==> config.mk <==
export PLATFORM = sky130hd
export DESIGN_NAME = microwave_controller
export DESIGN_NICKNAME = d
export VERILOG_FILES = /design/src/rtl/microwave_controller.sv
export SDC_FILE = /design/constraint.sdc
export NUM_CORES = 1
export LEC_CHECK = 0
export ABC_AREA = 1
export CAP_MARGIN = 20
export CORE_MARGIN = 8
export CORE_UTILIZATION = 35
export DETAILED_ROUTE_END_ITERATION = 16
export SYNTH_ARGS = -nofsm -noshare
export SYNTH_HDL_FRONTEND = slang
export SYNTH_SLANG_ARGS = --single-unit
==> constraint.sdc <==
create_clock -name clk -period 5.4 [get_ports clk]
set_clock_uncertainty 0.2 [all_clocks]
set_input_delay 0.81 -clock clk [delete_from_list [all_inputs] [get_ports clk]]
set_output_delay 0.81 -clock clk [all_outputs]
set_load 0.005 [all_outputs]
==> src/rtl/microwave_controller.sv <==
// Microwave cooking sequencer: BCD MM:SS cook timer, keypad entry,
// magnetron enable and done indicator, driven by a four-state machine.
module microwave_controller #(
    parameter int unsigned DONE_TICKS = 3
) (
    input  logic        clk,
    input  logic        rstn,
    input  logic        startn,
    input  logic        stopn,
    input  logic        clearn,
    input  logic        door_closed,
    input  logic        sec_tick,
    input  logic        key_valid,
    input  logic [3:0]  key_digit,
    output logic [15:0] time_bcd,
    output logic        mag_on,
    output logic        done,
    output logic [2:0]  state
);

    typedef enum logic [2:0] {
        IDLE  = 3'd0,
        COOK  = 3'd1,
        PAUSE = 3'd2,
        DONE  = 3'd3
    } state_t;

    localparam logic [3:0] DT = 4'(DONE_TICKS);

    state_t      st_q, st_nx;
    logic [15:0] time_q, time_nx;
    logic [3:0]  cnt_q, cnt_nx;
    logic        start_q, stop_q, clear_q;
    logic        mag_q, mag_nx;
    logic        done_q, done_nx;
    logic        start_c, stop_c, clear_c;
    logic        key_ok;
    logic [15:0] time_dec;

    // Counts down digit-wise; seconds wrap 0 -> 59, no normalisation of >59.
    function automatic logic [15:0] bcd_dec(input logic [15:0] t);
        logic [3:0] m10, m1, s10, s1;
        {m10, m1, s10, s1} = t;
        if (s1 != 4'd0) begin
            s1 = s1 - 4'd1;
        end else begin
            s1 = 4'd9;
            if (s10 != 4'd0) begin
                s10 = s10 - 4'd1;
            end else begin
                s10 = 4'd5;
                if (m1 != 4'd0) begin
                    m1 = m1 - 4'd1;
                end else begin
                    m1  = 4'd9;
                    m10 = m10 - 4'd1;
                end
            end
        end
        return {m10, m1, s10, s1};
    endfunction

    assign start_c  = start_q & ~startn;
    assign stop_c   = stop_q  & ~stopn;
    assign clear_c  = clear_q & ~clearn;
    assign key_ok   = key_valid && (key_digit <= 4'd9);
    assign time_dec = bcd_dec(time_q);

    always_ff @(posedge clk or negedge rstn) begin
        if (!rstn) begin
            st_q    <= IDLE;
            time_q  <= 16'h0000;
            cnt_q   <= 4'd0;
            start_q <= 1'b1;
            stop_q  <= 1'b1;
            clear_q <= 1'b1;
            mag_q   <= 1'b0;
            done_q  <= 1'b0;
        end else begin
            st_q    <= st_nx;
            time_q  <= time_nx;
            cnt_q   <= cnt_nx;
            start_q <= startn;
            stop_q  <= stopn;
            clear_q <= clearn;
            mag_q   <= mag_nx;
            done_q  <= done_nx;
        end
    end

    always_comb begin
        st_nx   = st_q;
        time_nx = time_q;
        cnt_nx  = cnt_q;
        unique case (st_q)
            IDLE: begin
                if (clear_c) begin
                    time_nx = 16'h0000;
                end else if (start_c) begin
                    // Start sees pre-shift time; a coincident key is dropped.
                    if (door_closed && time_q != 16'h0000)
                        st_nx = COOK;
                end else if (key_ok) begin
                    time_nx = {time_q[11:0], key_digit};
                end
            end
            COOK: begin
                if (clear_c) begin
                    st_nx   = IDLE;
                    time_nx = 16'h0000;
                end else if (stop_c || !door_closed) begin
                    st_nx = PAUSE;
                end else if (sec_tick) begin
                    time_nx = time_dec;
                    if (time_dec == 16'h0000)
                        st_nx = DONE;
                end
            end
            PAUSE: begin
                if (clear_c) begin
                    st_nx   = IDLE;
                    time_nx = 16'h0000;
                end else if (stop_c) begin
                    st_nx = IDLE;
                end else if (start_c && door_closed) begin
                    st_nx = COOK;
                end
            end
            DONE: begin
                if (clear_c || start_c || !door_closed) begin
                    st_nx  = IDLE;
                    cnt_nx = 4'd0;
                end else if (sec_tick) begin
                    if (cnt_q + 4'd1 >= DT) begin
                        st_nx  = IDLE;
                        cnt_nx = 4'd0;
                    end else begin
                        cnt_nx = cnt_q + 4'd1;
                    end
                end
            end
            default: begin
                st_nx   = IDLE;
                time_nx = 16'h0000;
                cnt_nx  = 4'd0;
            end
        endcase
    end

    always_comb begin
        mag_nx  = (st_nx == COOK);
        done_nx = (st_nx == DONE);
    end

    assign time_bcd = time_q;
    assign mag_on   = mag_q;
    assign done     = done_q;
    assign state    = st_q;

endmodule

==> results of run 1 <==
-- registers in the layout, indices dropped and copies added, names as in the netlist --
register	cells
time_bcd	16
cnt_q	4
state	3
clear_q	1
done	1
mag_on	1
start_q	1
stop_q	1
-- kinds of logic (layout without fill, tap and decap cells) --
| group | count (synthesis) | after routing |
|---|---|---|
| AO/OA/AOI/OAI | 49 | 49 |
| XOR/XNOR | 4 | 4 |
| buffers and inverters | 42 | 77 |
| AND/OR/NAND/NOR | 112 | 112 |
| other | 1 | 1 |
| flip-flops | 28 | 28 |
| adder cells (fa/ha/maj) | 4 | 4 |
-- metal layers --
metal,part of all wire (%),GRT usage (%)
met3,4.6,2.16
met5,0,0
met4,1.2,3.69
met2,44,20.1
met1,50,16.7
-- path summary, 6_finish.rpt --
path / depth (start not counted) / endpoint / startpoint
setup reg to reg: 10 / time_bcd[12] / clear_q
hold reg to reg: 2 / cnt_q[3] / cnt_q[3]
setup / recovery: 10 / time_bcd[12] / clearn
min in group asynchronous: 2 / state[2] / rstn
hold / removal: 2 / cnt_q[3] / cnt_q[3]
max in group asynchronous: 2 / clear_q / rstn
-- metrics by stage --
step / instances / util, % / setup slack, ns / cell area, um2
finish: 345 / 45.2 / 2.60 / 2280
global route: 345 / 45.2 / 2.43 / 2280
CTS: 345 / 45.2 / 2.61 / 2280
detailed placement: 341 / 43.8 / 2.32 / 2210
global placement: 341 / 43.8 / 2.38 / 2210
floorplan: 240 / - / 3.23 / 1820
-- worst max-delay path, stage by stage --
cell	delay [ns]
clkdlybuf4s50_1	0.46
nor2_4	0.15
inv_1	0.12
nand2_4	0.12
a21oi_1	0.07
nor3_4	0.64
nand2_4	0.17
inv_2	0.13
nand2_1	0.06
o21ai_0	0.07
-- cells in the final DEF, fill, tap and decap left out, types with 2 or more instances in the layout --
cell,count
o22ai_1,9
a22oi_1,8
dfstp_2,3
inv_1,38
nand2_4,3
clkdlybuf4s50_1,32
nor2_2,3
o21ai_1,3
a21oi_1,5
o21ai_0,16
a31oi_1,2
nor2_1,25
nand2_1,50
ha_1,4
nand4_1,2
dfrtp_1,25
xor2_1,3
nor2_4,4
nor3_1,6
or2_4,2
inv_2,2
clkbuf_8,3
nor3_4,2
nand3_1,14
-- report_power, final --
part / internal, uW / total [uW] / switching, uW
logic: 66.9 / 171 / 104
registers: 221 / 237 / 16.0
clock network: 99.4 / 170 / 70.6
-- cell type report --
class                      count  area, um2
multi-input combinational    170        938
sequential                    28        704
timing repair buffer          33        328
inverter                      40        150
clock buffer                   3       41.3
fill                         526       2760
clock inverter                 1       30.0
tap                           70       87.6
==> implementation parameters, run 1 <==
Parameter                              Value

Outcome
  Run status    finished, final reports clean

Cells and area
  Fraction of layout instances using a drive strength above 1    9.45%
  Total inserted antenna cells    0
  Net count of the finished layout    292
  Synth-to-layout area growth    25.6%

Yosys
  Post-synth EDFFs    0
  Combined area of all synthesized cells    1820 um2
  Adder-cell share of the synthesized area    2.76%
  Cells taking the most area after synthesis    dfrtp_1, nand2_1, inv_1, nor2_1, o21ai_0
  Sequential area share after synthesis    38.8%
  Simple-gate share of the synthesized area    30.4%
  Per-instance average area after synthesis    approximately 7.6 um2
  Fraction of registers with async set/reset    100%
  Nets in the synthesized netlist    approximately 260
  Largest family of logic cells by synthesized area    simple AND/OR/NAND/NOR gates
  Top FF cell, synth    dfrtp_1
  Most numerous cell types in the synthesized netlist    nand2_1, inv_1, dfrtp_1, nor2_1, o21ai_0
  Cell accounting for the most synthesized area    dfrtp_1
  Most frequent cell after synthesis    nand2_1
  Synth Instances    between 200 and 250
  Parity-gate share of the synthesized area counting xor and xnor cells    between 1.5 and 2%
  Multiplexer share of the synthesized area    0%
  Complex-gate fraction of the synthesized area    16.4%
  Number of different library cells in the post-synthesis netlist    32
  Portion of synthesized cell area occupied by the leading cell type    34.5%
  YS warnings    0
  Number of synthesized register bits    28

Clock network
  Clock Root Buffer    clkbuf_8
  Number of cells upsized or downsized after cts    0
  Clock-pin transition on the worst setup and hold timing paths    0.10 ns
  Count of buffers added by post-CTS timing repair for setup    0
  TritonCTS Buffers    3
  Count of clock tree sinks    28
  Clock tree from TritonCTS    done
  Worst-skew pair later-pin latency    roughly 0.28 ns
  Number of levels in the clock H-tree    1
  CTS Hold Buffers Added    0
  Clk buf depth    2

STA
  Number of slew-limit violations in the final report    0
  Accumulated negative setup slack    0 ns
  Final setup fails    0
  Maximum clock frequency    around 0.36 GHz
  Worst-case headroom to the max-slew limit    between 50% and 60%
  Time the final worst path needs with I/O delays and setup    between 2 and 3 ns
  Unrepaired setup endpoints after global routing    no
  Final critical-path share of the clock period    51.8%
  Least-Margin Pin Slew    0.720 ns
  Hold violation count in the final report    0
  Final Hold Slack    about 0.32 ns

Routing
  Number of iterations in the first detailed-routing pass    5
  Post-route antenna net violation count    0
  Number of vias per cell    ~4.9
  WL per Instance    13.2 um
  Number of vias after detailed routing    around 1700
  Number of design-rule violations left by the first detailed-router iteration    99
  Number of design rule violations left after detail routing    0
  Routed wire length    4550 um

Die
  Floorplan die width    88.0 um
  Vertical extent of the die    88.0 um
  Top-Level Pins    33
  Core outline area    between 5000 and 6000 um2
  Die area    7750 um2
  Starting utilization of the core area    36.0%
  FP Rows    26

Power
  PnR Total Power    578 uW
  Power density of the placed cells    between 200 and 300 nW/um2
  Leakage dissipation    about 0.0010 uW
  Highest ir drop seen on vdd    0.110 mV

Global route
  Overflow left after global routing    0
  Number of global-route vias before repair    about 1700
  Overall Global Routing Usage    12.5%
  Antenna violations before repair    0
  Wire length of the first global-routing pass    7770 um
  Largest net degree at the start of global routing    29

Setup path
  Worst EP required    5.41 ns
  Critical path arrival    about 2.8 ns
  Type of the worst setup path    input port to flip-flop
  Crit-path max FO    18
  Reg2reg setup slack    approximately 3 ns
  Type of element capturing the critical path    flip-flop
  CP startpoint kind    input port

Placed design
  Total of buffers placed on input and output ports    32
  Routability Congestion    0.870
  HPWL after detailed placement    around 3500 um

Job
  Number of violations of the max-capacitance limit    0

Hold path
  Path class of the lowest-slack min-delay path    flip-flop to flip-flop
(Power assumes the default switching activity.)
==> inputs of run 2 (changes only) <==
==> constraint.sdc (replaced) <==
create_clock -name clk -period 2.76 [get_ports clk]
set_clock_uncertainty 0.2 [all_clocks]
set_input_delay 0.414 -clock clk [delete_from_list [all_inputs] [get_ports clk]]
set_output_delay 0.414 -clock clk [all_outputs]
set_load 0.005 [all_outputs]
==> run 2 against run 1 <==
Net effect: sequential share of layout area decreased by 0.10 points; die area unchanged; first-iteration DRC count decreased by 33%; via count increased by 0.41%; combinational power increased by 96%; register-to-register slack got worse by 2.5 ns; clock-buffer cell count unchanged; global-route usage increased by 0.41 points; wire length increased by 0.15%; largest power group unchanged; highest routed layer unchanged.
==> implementation parameters, run 2 (synthesized netlist as in run 1, its figures left out) <==
Parameter                              Value

Clock network
  Count of clock tree sinks    28
  Number of levels in the clock H-tree    1
  Worst-skew pair later-pin latency    0.28 ns
  Clock-pin transition on the worst setup and hold timing paths    0.10 ns
  Count of buffers added by post-CTS timing repair for setup    0
  Clock Root Buffer    clkbuf_8
  CTS Hold Buffers Added    0
  Clk buf depth    2
  Clock tree from TritonCTS    done
  TritonCTS Buffers    3
  Number of cells upsized or downsized after cts    0

Cells and area
  Final instance count without filler cells    346
  Commonest cells after routing, fill and taps aside    nand2_1, inv_1, clkdlybuf4s50_1
  Fraction of layout instances using a drive strength above 1    9.78%
  Synth-to-layout area growth    26.0%
  Final core area utilization    45.4%
  Net count of the finished layout    293
  Post-Layout Inst Area    2290 um2
  Max reg flops    16
  Total inserted antenna cells    0
  Most common cell after layout, fill and taps aside    nand2_1

Routing
  Routed wire length    4550 um
  Number of vias per cell    4.90
  Number of design rule violations left after detail routing    0
  Post-route antenna net violation count    0
  Number of vias after detailed routing    1694
  Number of design-rule violations left by the first detailed-router iteration    66
  WL per Instance    13.2 um
  Number of iterations in the first detailed-routing pass    4

Setup path
  Worst EP required    2.72 ns
  Worst reg2reg path depth    12
  CP startpoint kind    flip-flop
  Crit-path max FO    11
  Endpoint of the worst-slack reg-to-reg timing path    mag_on
  Type of the worst setup path    flip-flop to flip-flop
  Reg2reg setup slack    just under 0.6 ns
  Critical path arrival    2.14 ns
  Reg2reg start    time_bcd[0]
  Type of element capturing the critical path    flip-flop

Die
  Vertical extent of the die    88.0 um
  Die area    a little under 8000 um2
  FP Rows    26
  Floorplan die width    88.0 um
  Core outline area    just over 5000 um2
  Top-Level Pins    33
  Starting utilization of the core area    36.0%

Power
  Clock Power Share    29.3%
  Net Sw Frac    32.7%
  Combinational share of power    between 20% and 30%
  Switching power    ~370 uW
  Internal Dissipation    around 760 uW
  Highest ir drop seen on vdd    0.314 mV
  Power density of the placed cells    494 nW/um2
  Sequential Power Share    41.0%
  Leakage dissipation    approximately 0.0011 uW

Job
  Number of violations of the max-capacitance limit    0

Hold path
  Path class of the lowest-slack min-delay path    input port to async pin

STA
  Final setup fails    0
  Number of slew-limit violations in the final report    0
  Maximum clock frequency    about 0.46 GHz
  Final critical-path share of the clock period    79.0%
  Accumulated negative setup slack    0 ns
  Unrepaired setup endpoints after global routing    no
  Hold violation count in the final report    0
  Fin worst setup slack    approximately 0.58 ns
  Time the final worst path needs with I/O delays and setup    2.18 ns

Global route
  Number of global-route vias before repair    approximately 1700
  Largest net degree at the start of global routing    29
  Antenna violations before repair    0
  Wire length of the first global-routing pass    roughly 8000 um
  Overall Global Routing Usage    12.9%
  Overflow left after global routing    0

Placed design
  Total of buffers placed on input and output ports    32
  Post-placement cell count    between 300 and 400
  Routability Congestion    0.827
  HPWL after detailed placement    3540 um
  Placed cell area    2220 um2
  Setup Slack @ Placement    0.319 ns

Outcome
  Run status    finished, final reports clean
run 2: per-stage QoR:
step | power [uW] | hold slack [ns]
final | 1130 | 0.301
after floorplan | 697 | -0.0816
after detailed placement | 808 | 0.311
after global placement | 809 | 0.305
after CTS | 1140 | 0.311
after global routing | 1210 | 0.331
run 2: routing by layer:
| metal | vias up | track usage (%) | routed length, um |
|---|---|---|---|
| li1 | 864 | - | - |
| met1 | 795 | 16.3 | 2120 |
| met2 | 31 | 21.0 | 2100 |
| met3 | 4 | 2.91 | 290 |
| met4 | 0 | 4.92 | 53 |
| met5 | - | 0 | 0 |
run 2: how the worst max path moves through the flow:
stage	start	to	cells past startpoint
2_1_floorplan	clear_q	time_bcd[1]	8
4_1_cts	time_bcd[0]	mag_on	12
3_5_place_dp	clearn	time_bcd[9]	8
6_report	time_bcd[0]	mag_on	12
5_1_grt	time_bcd[0]	mag_on	12
3_3_place_gp	clearn	time_bcd[8]	8
run 2: final cells by class:
class                   instances  area, um2
clock buffers                   3       41.3
repair buffers                 34        335
well taps                      70       87.6
fillers                       531       2760
clock inverters                 1       30.0
inverters                      40        150
multi-input cells             170        938
flip-flops and latches         28        704
run 2: power groups by stage:
stage	Clock [uW]	Sequential (uW)	Combinational, uW
after CTS	335	464	338
after global routing	351	468	387
after detailed placement	0	472	336
after global placement	0	472	337
final	331	463	335
after floorplan	0	466	231
run 2: critical path, stage by stage (launching register included):
cell     delay, ns
dfrtp_1       0.50
nor2_4        0.19
nand2_4       0.11
nor2_4        0.25
nand2_1       0.16
nand2_1       0.09
o21ai_1       0.09
nor2_1        0.11
nand3_1       0.11
nand2_1       0.07
nand2_1       0.07
nand2_1       0.09
nor2_1        0.04
